### src/rtl/tt_um_k_ziegler_27.sv
// 8-bit accumulator ALU as a TinyTapeout tile: operand on ui_in, opcode/strobe on uio_in,
// accumulator on uo_out and Z/C/N/V flags on the upper bidirectional pins.
module tt_um_k_ziegler_27 (
  input  logic       clk,
  input  logic       rst_n,
  input  logic       ena,
  input  logic [7:0] ui_in,
  input  logic [7:0] uio_in,
  output logic [7:0] uo_out,
  output logic [7:0] uio_out,
  output logic [7:0] uio_oe
);

  typedef enum logic [2:0] {
    OP_LOAD = 3'b000,
    OP_ADD  = 3'b001,
    OP_SUB  = 3'b010,
    OP_AND  = 3'b011,
    OP_OR   = 3'b100,
    OP_XOR  = 3'b101,
    OP_SHL  = 3'b110,
    OP_SHR  = 3'b111
  } opcode_t;

  logic [7:0] acc;
  logic       flag_z, flag_c, flag_n, flag_v;

  opcode_t    opcode;
  logic       exec;
  logic [7:0] res;
  logic       res_c, res_v;
  logic [8:0] wide;
  logic       unused_bits;

  assign opcode      = opcode_t'(uio_in[2:0]);
  assign exec        = ena & uio_in[3];
  assign unused_bits = ^uio_in[7:4];

  // The 9-bit add/subtract carries the carry-out or borrow in bit 8.
  always_comb begin
    res   = acc;
    res_c = 1'b0;
    res_v = 1'b0;
    wide  = 9'd0;
    case (opcode)
      OP_LOAD: res = ui_in;
      OP_ADD: begin
        wide  = {1'b0, acc} + {1'b0, ui_in};
        res   = wide[7:0];
        res_c = wide[8];
        res_v = (acc[7] == ui_in[7]) && (wide[7] != acc[7]);
      end
      OP_SUB: begin
        wide  = {1'b0, acc} - {1'b0, ui_in};
        res   = wide[7:0];
        res_c = wide[8];
        res_v = (acc[7] != ui_in[7]) && (wide[7] != acc[7]);
      end
      OP_AND: res = acc & ui_in;
      OP_OR:  res = acc | ui_in;
      OP_XOR: res = acc ^ ui_in;
      OP_SHL: begin
        res   = {acc[6:0], 1'b0};
        res_c = acc[7];
      end
      OP_SHR: begin
        res   = {1'b0, acc[7:1]};
        res_c = acc[0];
      end
      default: res = acc;
    endcase
  end

  // rst_n is an active-high synchronous reset despite its harness pin name.
  always_ff @(posedge clk) begin
    if (rst_n) begin
      acc    <= 8'h00;
      flag_z <= 1'b1;
      flag_c <= 1'b0;
      flag_n <= 1'b0;
      flag_v <= 1'b0;
    end else if (exec) begin
      acc    <= res;
      flag_z <= (res == 8'h00);
      flag_c <= res_c;
      flag_n <= res[7];
      flag_v <= res_v;
    end
  end

  assign uo_out  = acc;
  assign uio_out = {flag_v, flag_n, flag_c, flag_z, 4'b0000};
  assign uio_oe  = 8'hF0;

endmodule

### config.mk
export PLATFORM = sky130hd
export DESIGN_NAME = tt_um_k_ziegler_27
export DESIGN_NICKNAME = d
export VERILOG_FILES = /design/src/rtl/tt_um_k_ziegler_27.sv
export SDC_FILE = /design/constraint.sdc
export NUM_CORES = 1
export LEC_CHECK = 0
export CAP_MARGIN = 20
export CORE_ASPECT_RATIO = 0.7
export CORE_MARGIN = 2
export CORE_UTILIZATION = 40
export CTS_CLUSTER_DIAMETER = 30
export DETAILED_ROUTE_END_ITERATION = 10
export PLACE_DENSITY_LB_ADDON = 0.08
export SKIP_LAST_GASP = 1
export SLEW_MARGIN = 30
export SYNTH_ARGS = -nofsm -noshare
export SYNTH_HDL_FRONTEND = slang
export SYNTH_SLANG_ARGS = --single-unit
export TNS_END_PERCENT = 50
### constraint.sdc
create_clock -name clk -period 2.94 [get_ports clk]
set_clock_uncertainty 0.15 [all_clocks]
set_input_delay 0.441 -clock clk [delete_from_list [all_inputs] [get_ports clk]]
set_output_delay 0.441 -clock clk [all_outputs]
set_load 0.02 [all_outputs]
==> impl_summary.log <==
[metrics] status: finished, final reports clean
[metrics] maximum achievable frequency: 349 MHz
[metrics] share of synthesized registers carrying an async set or reset: 0
[metrics] endpoint required time on the critical path: 2960 ps
[metrics] largest area contributor in the synthesized netlist: sky130_fd_sc_hd__ha_1
[metrics] final setup violation count: 0
[metrics] leakage power of the design: 1.25 nW
[metrics] total power of the final layout: 764 uW
[metrics] Routed wire per std cell: 16.5 um
[metrics] vias in the first global route: 1918
[metrics] via total after detailed routing: 2213
[metrics] final critical path time including I/O delays and setup: 2860 ps
[metrics] Std-Cell Rows: 21
[metrics] total instance count after detailed placement: 403
[metrics] unrepaired setup endpoints after global routing: no
[metrics] number of pins exceeding their max-slew limit in the final report: 0
[metrics] area fraction of the dominant cell type after synthesis: 0.145
[metrics] total global routing overflow: 0
[metrics] adder-cell area share of the yosys netlist: 0.164
[metrics] clock tree buffer depth: 2
[metrics] area of all placed cells without fillers: 0.00280 sq mm
[metrics] final non-filler cell total: 407
[metrics] number of levels the H-tree was split into: 1
[metrics] die area: 0.00579 sq mm
[metrics] Clk Tree Root Cell: sky130_fd_sc_hd__clkbuf_8
[metrics] ranking of synthesized cells by area: sky130_fd_sc_hd__ha_1, sky130_fd_sc_hd__dfxtp_1, sky130_fd_sc_hd__buf_4, sky130_fd_sc_hd__inv_1, sky130_fd_sc_hd__a21oi_1
[metrics] Die H: 64.3 um
[metrics] highest fanout seen on the critical path: 3
[metrics] number of antenna violations at the first check in global routing: 0
[metrics] wire length of the first global-routing pass: 10.2 mm
[metrics] synth unique cells: 64
[metrics] number of cells produced by synthesis: 273
[metrics] Min-Delay Path Class: reg -> reg
[metrics] share of the yosys chip area belonging to registers: 0.106
[metrics] type of the worst setup path: in -> reg
[metrics] Pwr per Cell Area: 273 mW/mm^2
[metrics] post-detail-place hpwl: 5.36 mm
[metrics] main combinational cell family by area after synthesis: compound AO/OA/AOI/OAI gates
[metrics] maximum vdd ir drop: 0.000263 V
[metrics] sort of element at the end of the critical path: flop
[metrics] Post-Route Utilization: 0.572
[metrics] length of the first detailed-routing pass in iterations: 4
[metrics] share of cell area taken by muxes after synthesis: 0.0699
[metrics] sum of routed wire length over all layers: 6.70 mm
[metrics] Synth Warn #: 0
[metrics] post-synthesis compound-gate area fraction: 0.291
[metrics] number of synthesized register bits: 11
[metrics] number of buffers inserted by post-CTS setup repair: 0
[metrics] post-placement setup slack: -266 ps
[metrics] Synth Cell Area: 0.00208 sq mm
[metrics] DR iter-0 viols: 195
[metrics] number of hold violations in the final report: 0
[metrics] CTS tree: yes
[metrics] area delta synth->final: 34.7%
[metrics] Inserted Clock Buffers: 3
[metrics] CORE AREA: 0.00489 sq mm
[metrics] post-route DRC violation count: 0
[metrics] share of cells above drive strength 1: 0.284
[metrics] crit share post-route: 0.974
[metrics] n_diodes: 0
[metrics] dominant register cell in the synthesized netlist: sky130_fd_sc_hd__dfxtp_1
[metrics] number of sinks handled by clock tree synthesis: 11
[metrics] setup slack of the critical path after layout: 77.9 ps
[metrics] number of flops mapped to enable cells by yosys: 0
[metrics] # port buffers: 26
[metrics] post-DR vias/cell: 5.44
[metrics] routability congestion estimate: 0.970
[metrics] Final ANT Viol Nets: 0
[metrics] overall fraction of global-route tracks in use: 0.224
[metrics] Arr. time, crit path: 2880 ps
[metrics] Synth Area in Simple Gates: 0.198
[metrics] crit start category: primary input
[metrics] Final #Nets: 384
[metrics] synthesized area per cell: 7.60 sq um
[metrics] maximum number of pins on one net before global-route repair: 13
[metrics] effective utilization at floorplan: 0.425
[metrics] clock slew seen by the registers of the worst setup and hold paths: 50 ps
[metrics] quantity of hold-fixing buffers added after cts: 0
[metrics] clock latency reported for the late side of the worst-skew pair: 230 ps
[metrics] max_cap viols: 0
[metrics] IO Pins: 43
[metrics] die outline width: 90.1 um
[metrics] instance area after placement: 0.00265 sq mm
[metrics] xor and xnor fraction of the mapped netlist area: 0.00844
## Yosys cell counts, drive strengths merged (2+ instances only)
library cell / number
clkbuf: 3
o211ai: 4
nand3b: 2
a221o: 3
nor3: 6
inv: 26
a311oi: 2
o22ai: 4
buf: 29
nand2b: 7
a21oi: 17
a21o: 3
mux2: 7
or3b: 2
o21ai: 18
fa: 2
o221ai: 2
nand3: 3
and3b: 2
dfxtp: 11
nand2: 18
mux2i: 4
a31o: 2
a31oi: 4
nor3b: 2
nor2b: 5
nor2: 19
and2: 2
and3: 2
a211oi: 7
a22oi: 2
o21bai: 4
o31ai: 3
conb: 2
a221oi: 3
or3: 3
ha: 24
## through the flow
| step | setup TNS, ps | hold WS [ps] |
|---|---|---|
| floorplan | 0 | 287 |
| global placement | -1180 | 297 |
| detailed placement | -1170 | 301 |
| CTS | 0 | 308 |
| global route | 0 | 339 |
| finish | 0 | 304 |
## where the power goes
part           leakage [nW]  internal (mW)  switching, mW
combinational          1.14          0.210          0.232
sequential           0.0900          0.159         0.0132
clock                0.0228         0.0950         0.0543
## logic make-up after synthesis
logic type	Yosys count
flip-flops	11
adder cells (fa/ha/maj)	26
multiplexers	12
AO/OA/AOI/OAI	86
other	2
buffers and inverters	58
XOR/XNOR	2
AND/OR/NAND/NOR	76
## placed cells by master (no fill, tap or decap), drive strengths merged, types with 3 or more instances in the layout
master         instances
a211oi                 7
a21o                   3
a21oi                 17
a221o                  3
a221oi                 3
a31oi                  4
buf                   57
clkbuf                 4
clkdlybuf4s50         25
conb                  12
dfxtp                 11
ha                    24
inv                   26
mux2                   7
mux2i                  4
nand2                 18
nand2b                 7
nand3                  3
nor2                  19
nor2b                  5
nor3                   6
o211ai                 4
o21ai                 18
o21bai                 4
o22ai                  4
o31ai                  3
or3                    3
## worst max-delay path, stage by stage
cell and delay, ps:
sky130_fd_sc_hd__clkdlybuf4s50_1 530, sky130_fd_sc_hd__inv_1 110, sky130_fd_sc_hd__ha_4 250, sky130_fd_sc_hd__or3_4 400, sky130_fd_sc_hd__o221ai_4 250, sky130_fd_sc_hd__o21ai_1 90, sky130_fd_sc_hd__nor4b_2 170, sky130_fd_sc_hd__a211o_1 290
sky130_fd_sc_hd__mux2_4 280, sky130_fd_sc_hd__nor2_2 70
## per-layer routing
layer | up-vias | GRT usage | part of all wire
li1 | 1072 | - | -
met1 | 1044 | 0.368 | 0.52
met2 | 90 | 0.310 | 0.40
met3 | 7 | 0.0153 | 0.070
met4 | 0 | 0.0442 | 0.0081
met5 | - | 0 | 0
## cell type report
cell class	count	area [sq um]
well taps	69	86.3
clock buffers	4	45.0
fillers	468	2090
multi-input cells	214	1660
flip-flops and latches	11	220
repair buffers	83	691
inverters	26	97.6
## final timing paths
path                                             start                endpoint  slack [ps]  cells after the start
worst max-delay path                          ui_in[4]  uo_out[5]$_SDFFE_PP0P_          80                     10
worst min-delay path               flag_v$_SDFFE_PP0P_     flag_v$_SDFFE_PP0P_         300                      2
worst max register to register  uo_out[0]$_SDFFE_PP0P_     flag_z$_SDFFE_PP1P_         290                     12
worst min register to register     flag_v$_SDFFE_PP0P_     flag_v$_SDFFE_PP0P_         300                      2
## registers in the layout, summed over array words and instances, names as in the netlist
register,flops
flag_v,1
uo_out,8
flag_z,1
flag_c,1
## timing repair
item                                    4_1_cts  5_1_grt
hold endpoints to repair                      0        0
gates resized for setup                       2       18
endpoints found under the setup margin        1        7
pin swaps                                     1        7
Note: power is estimated with default switching activity, not from simulation.
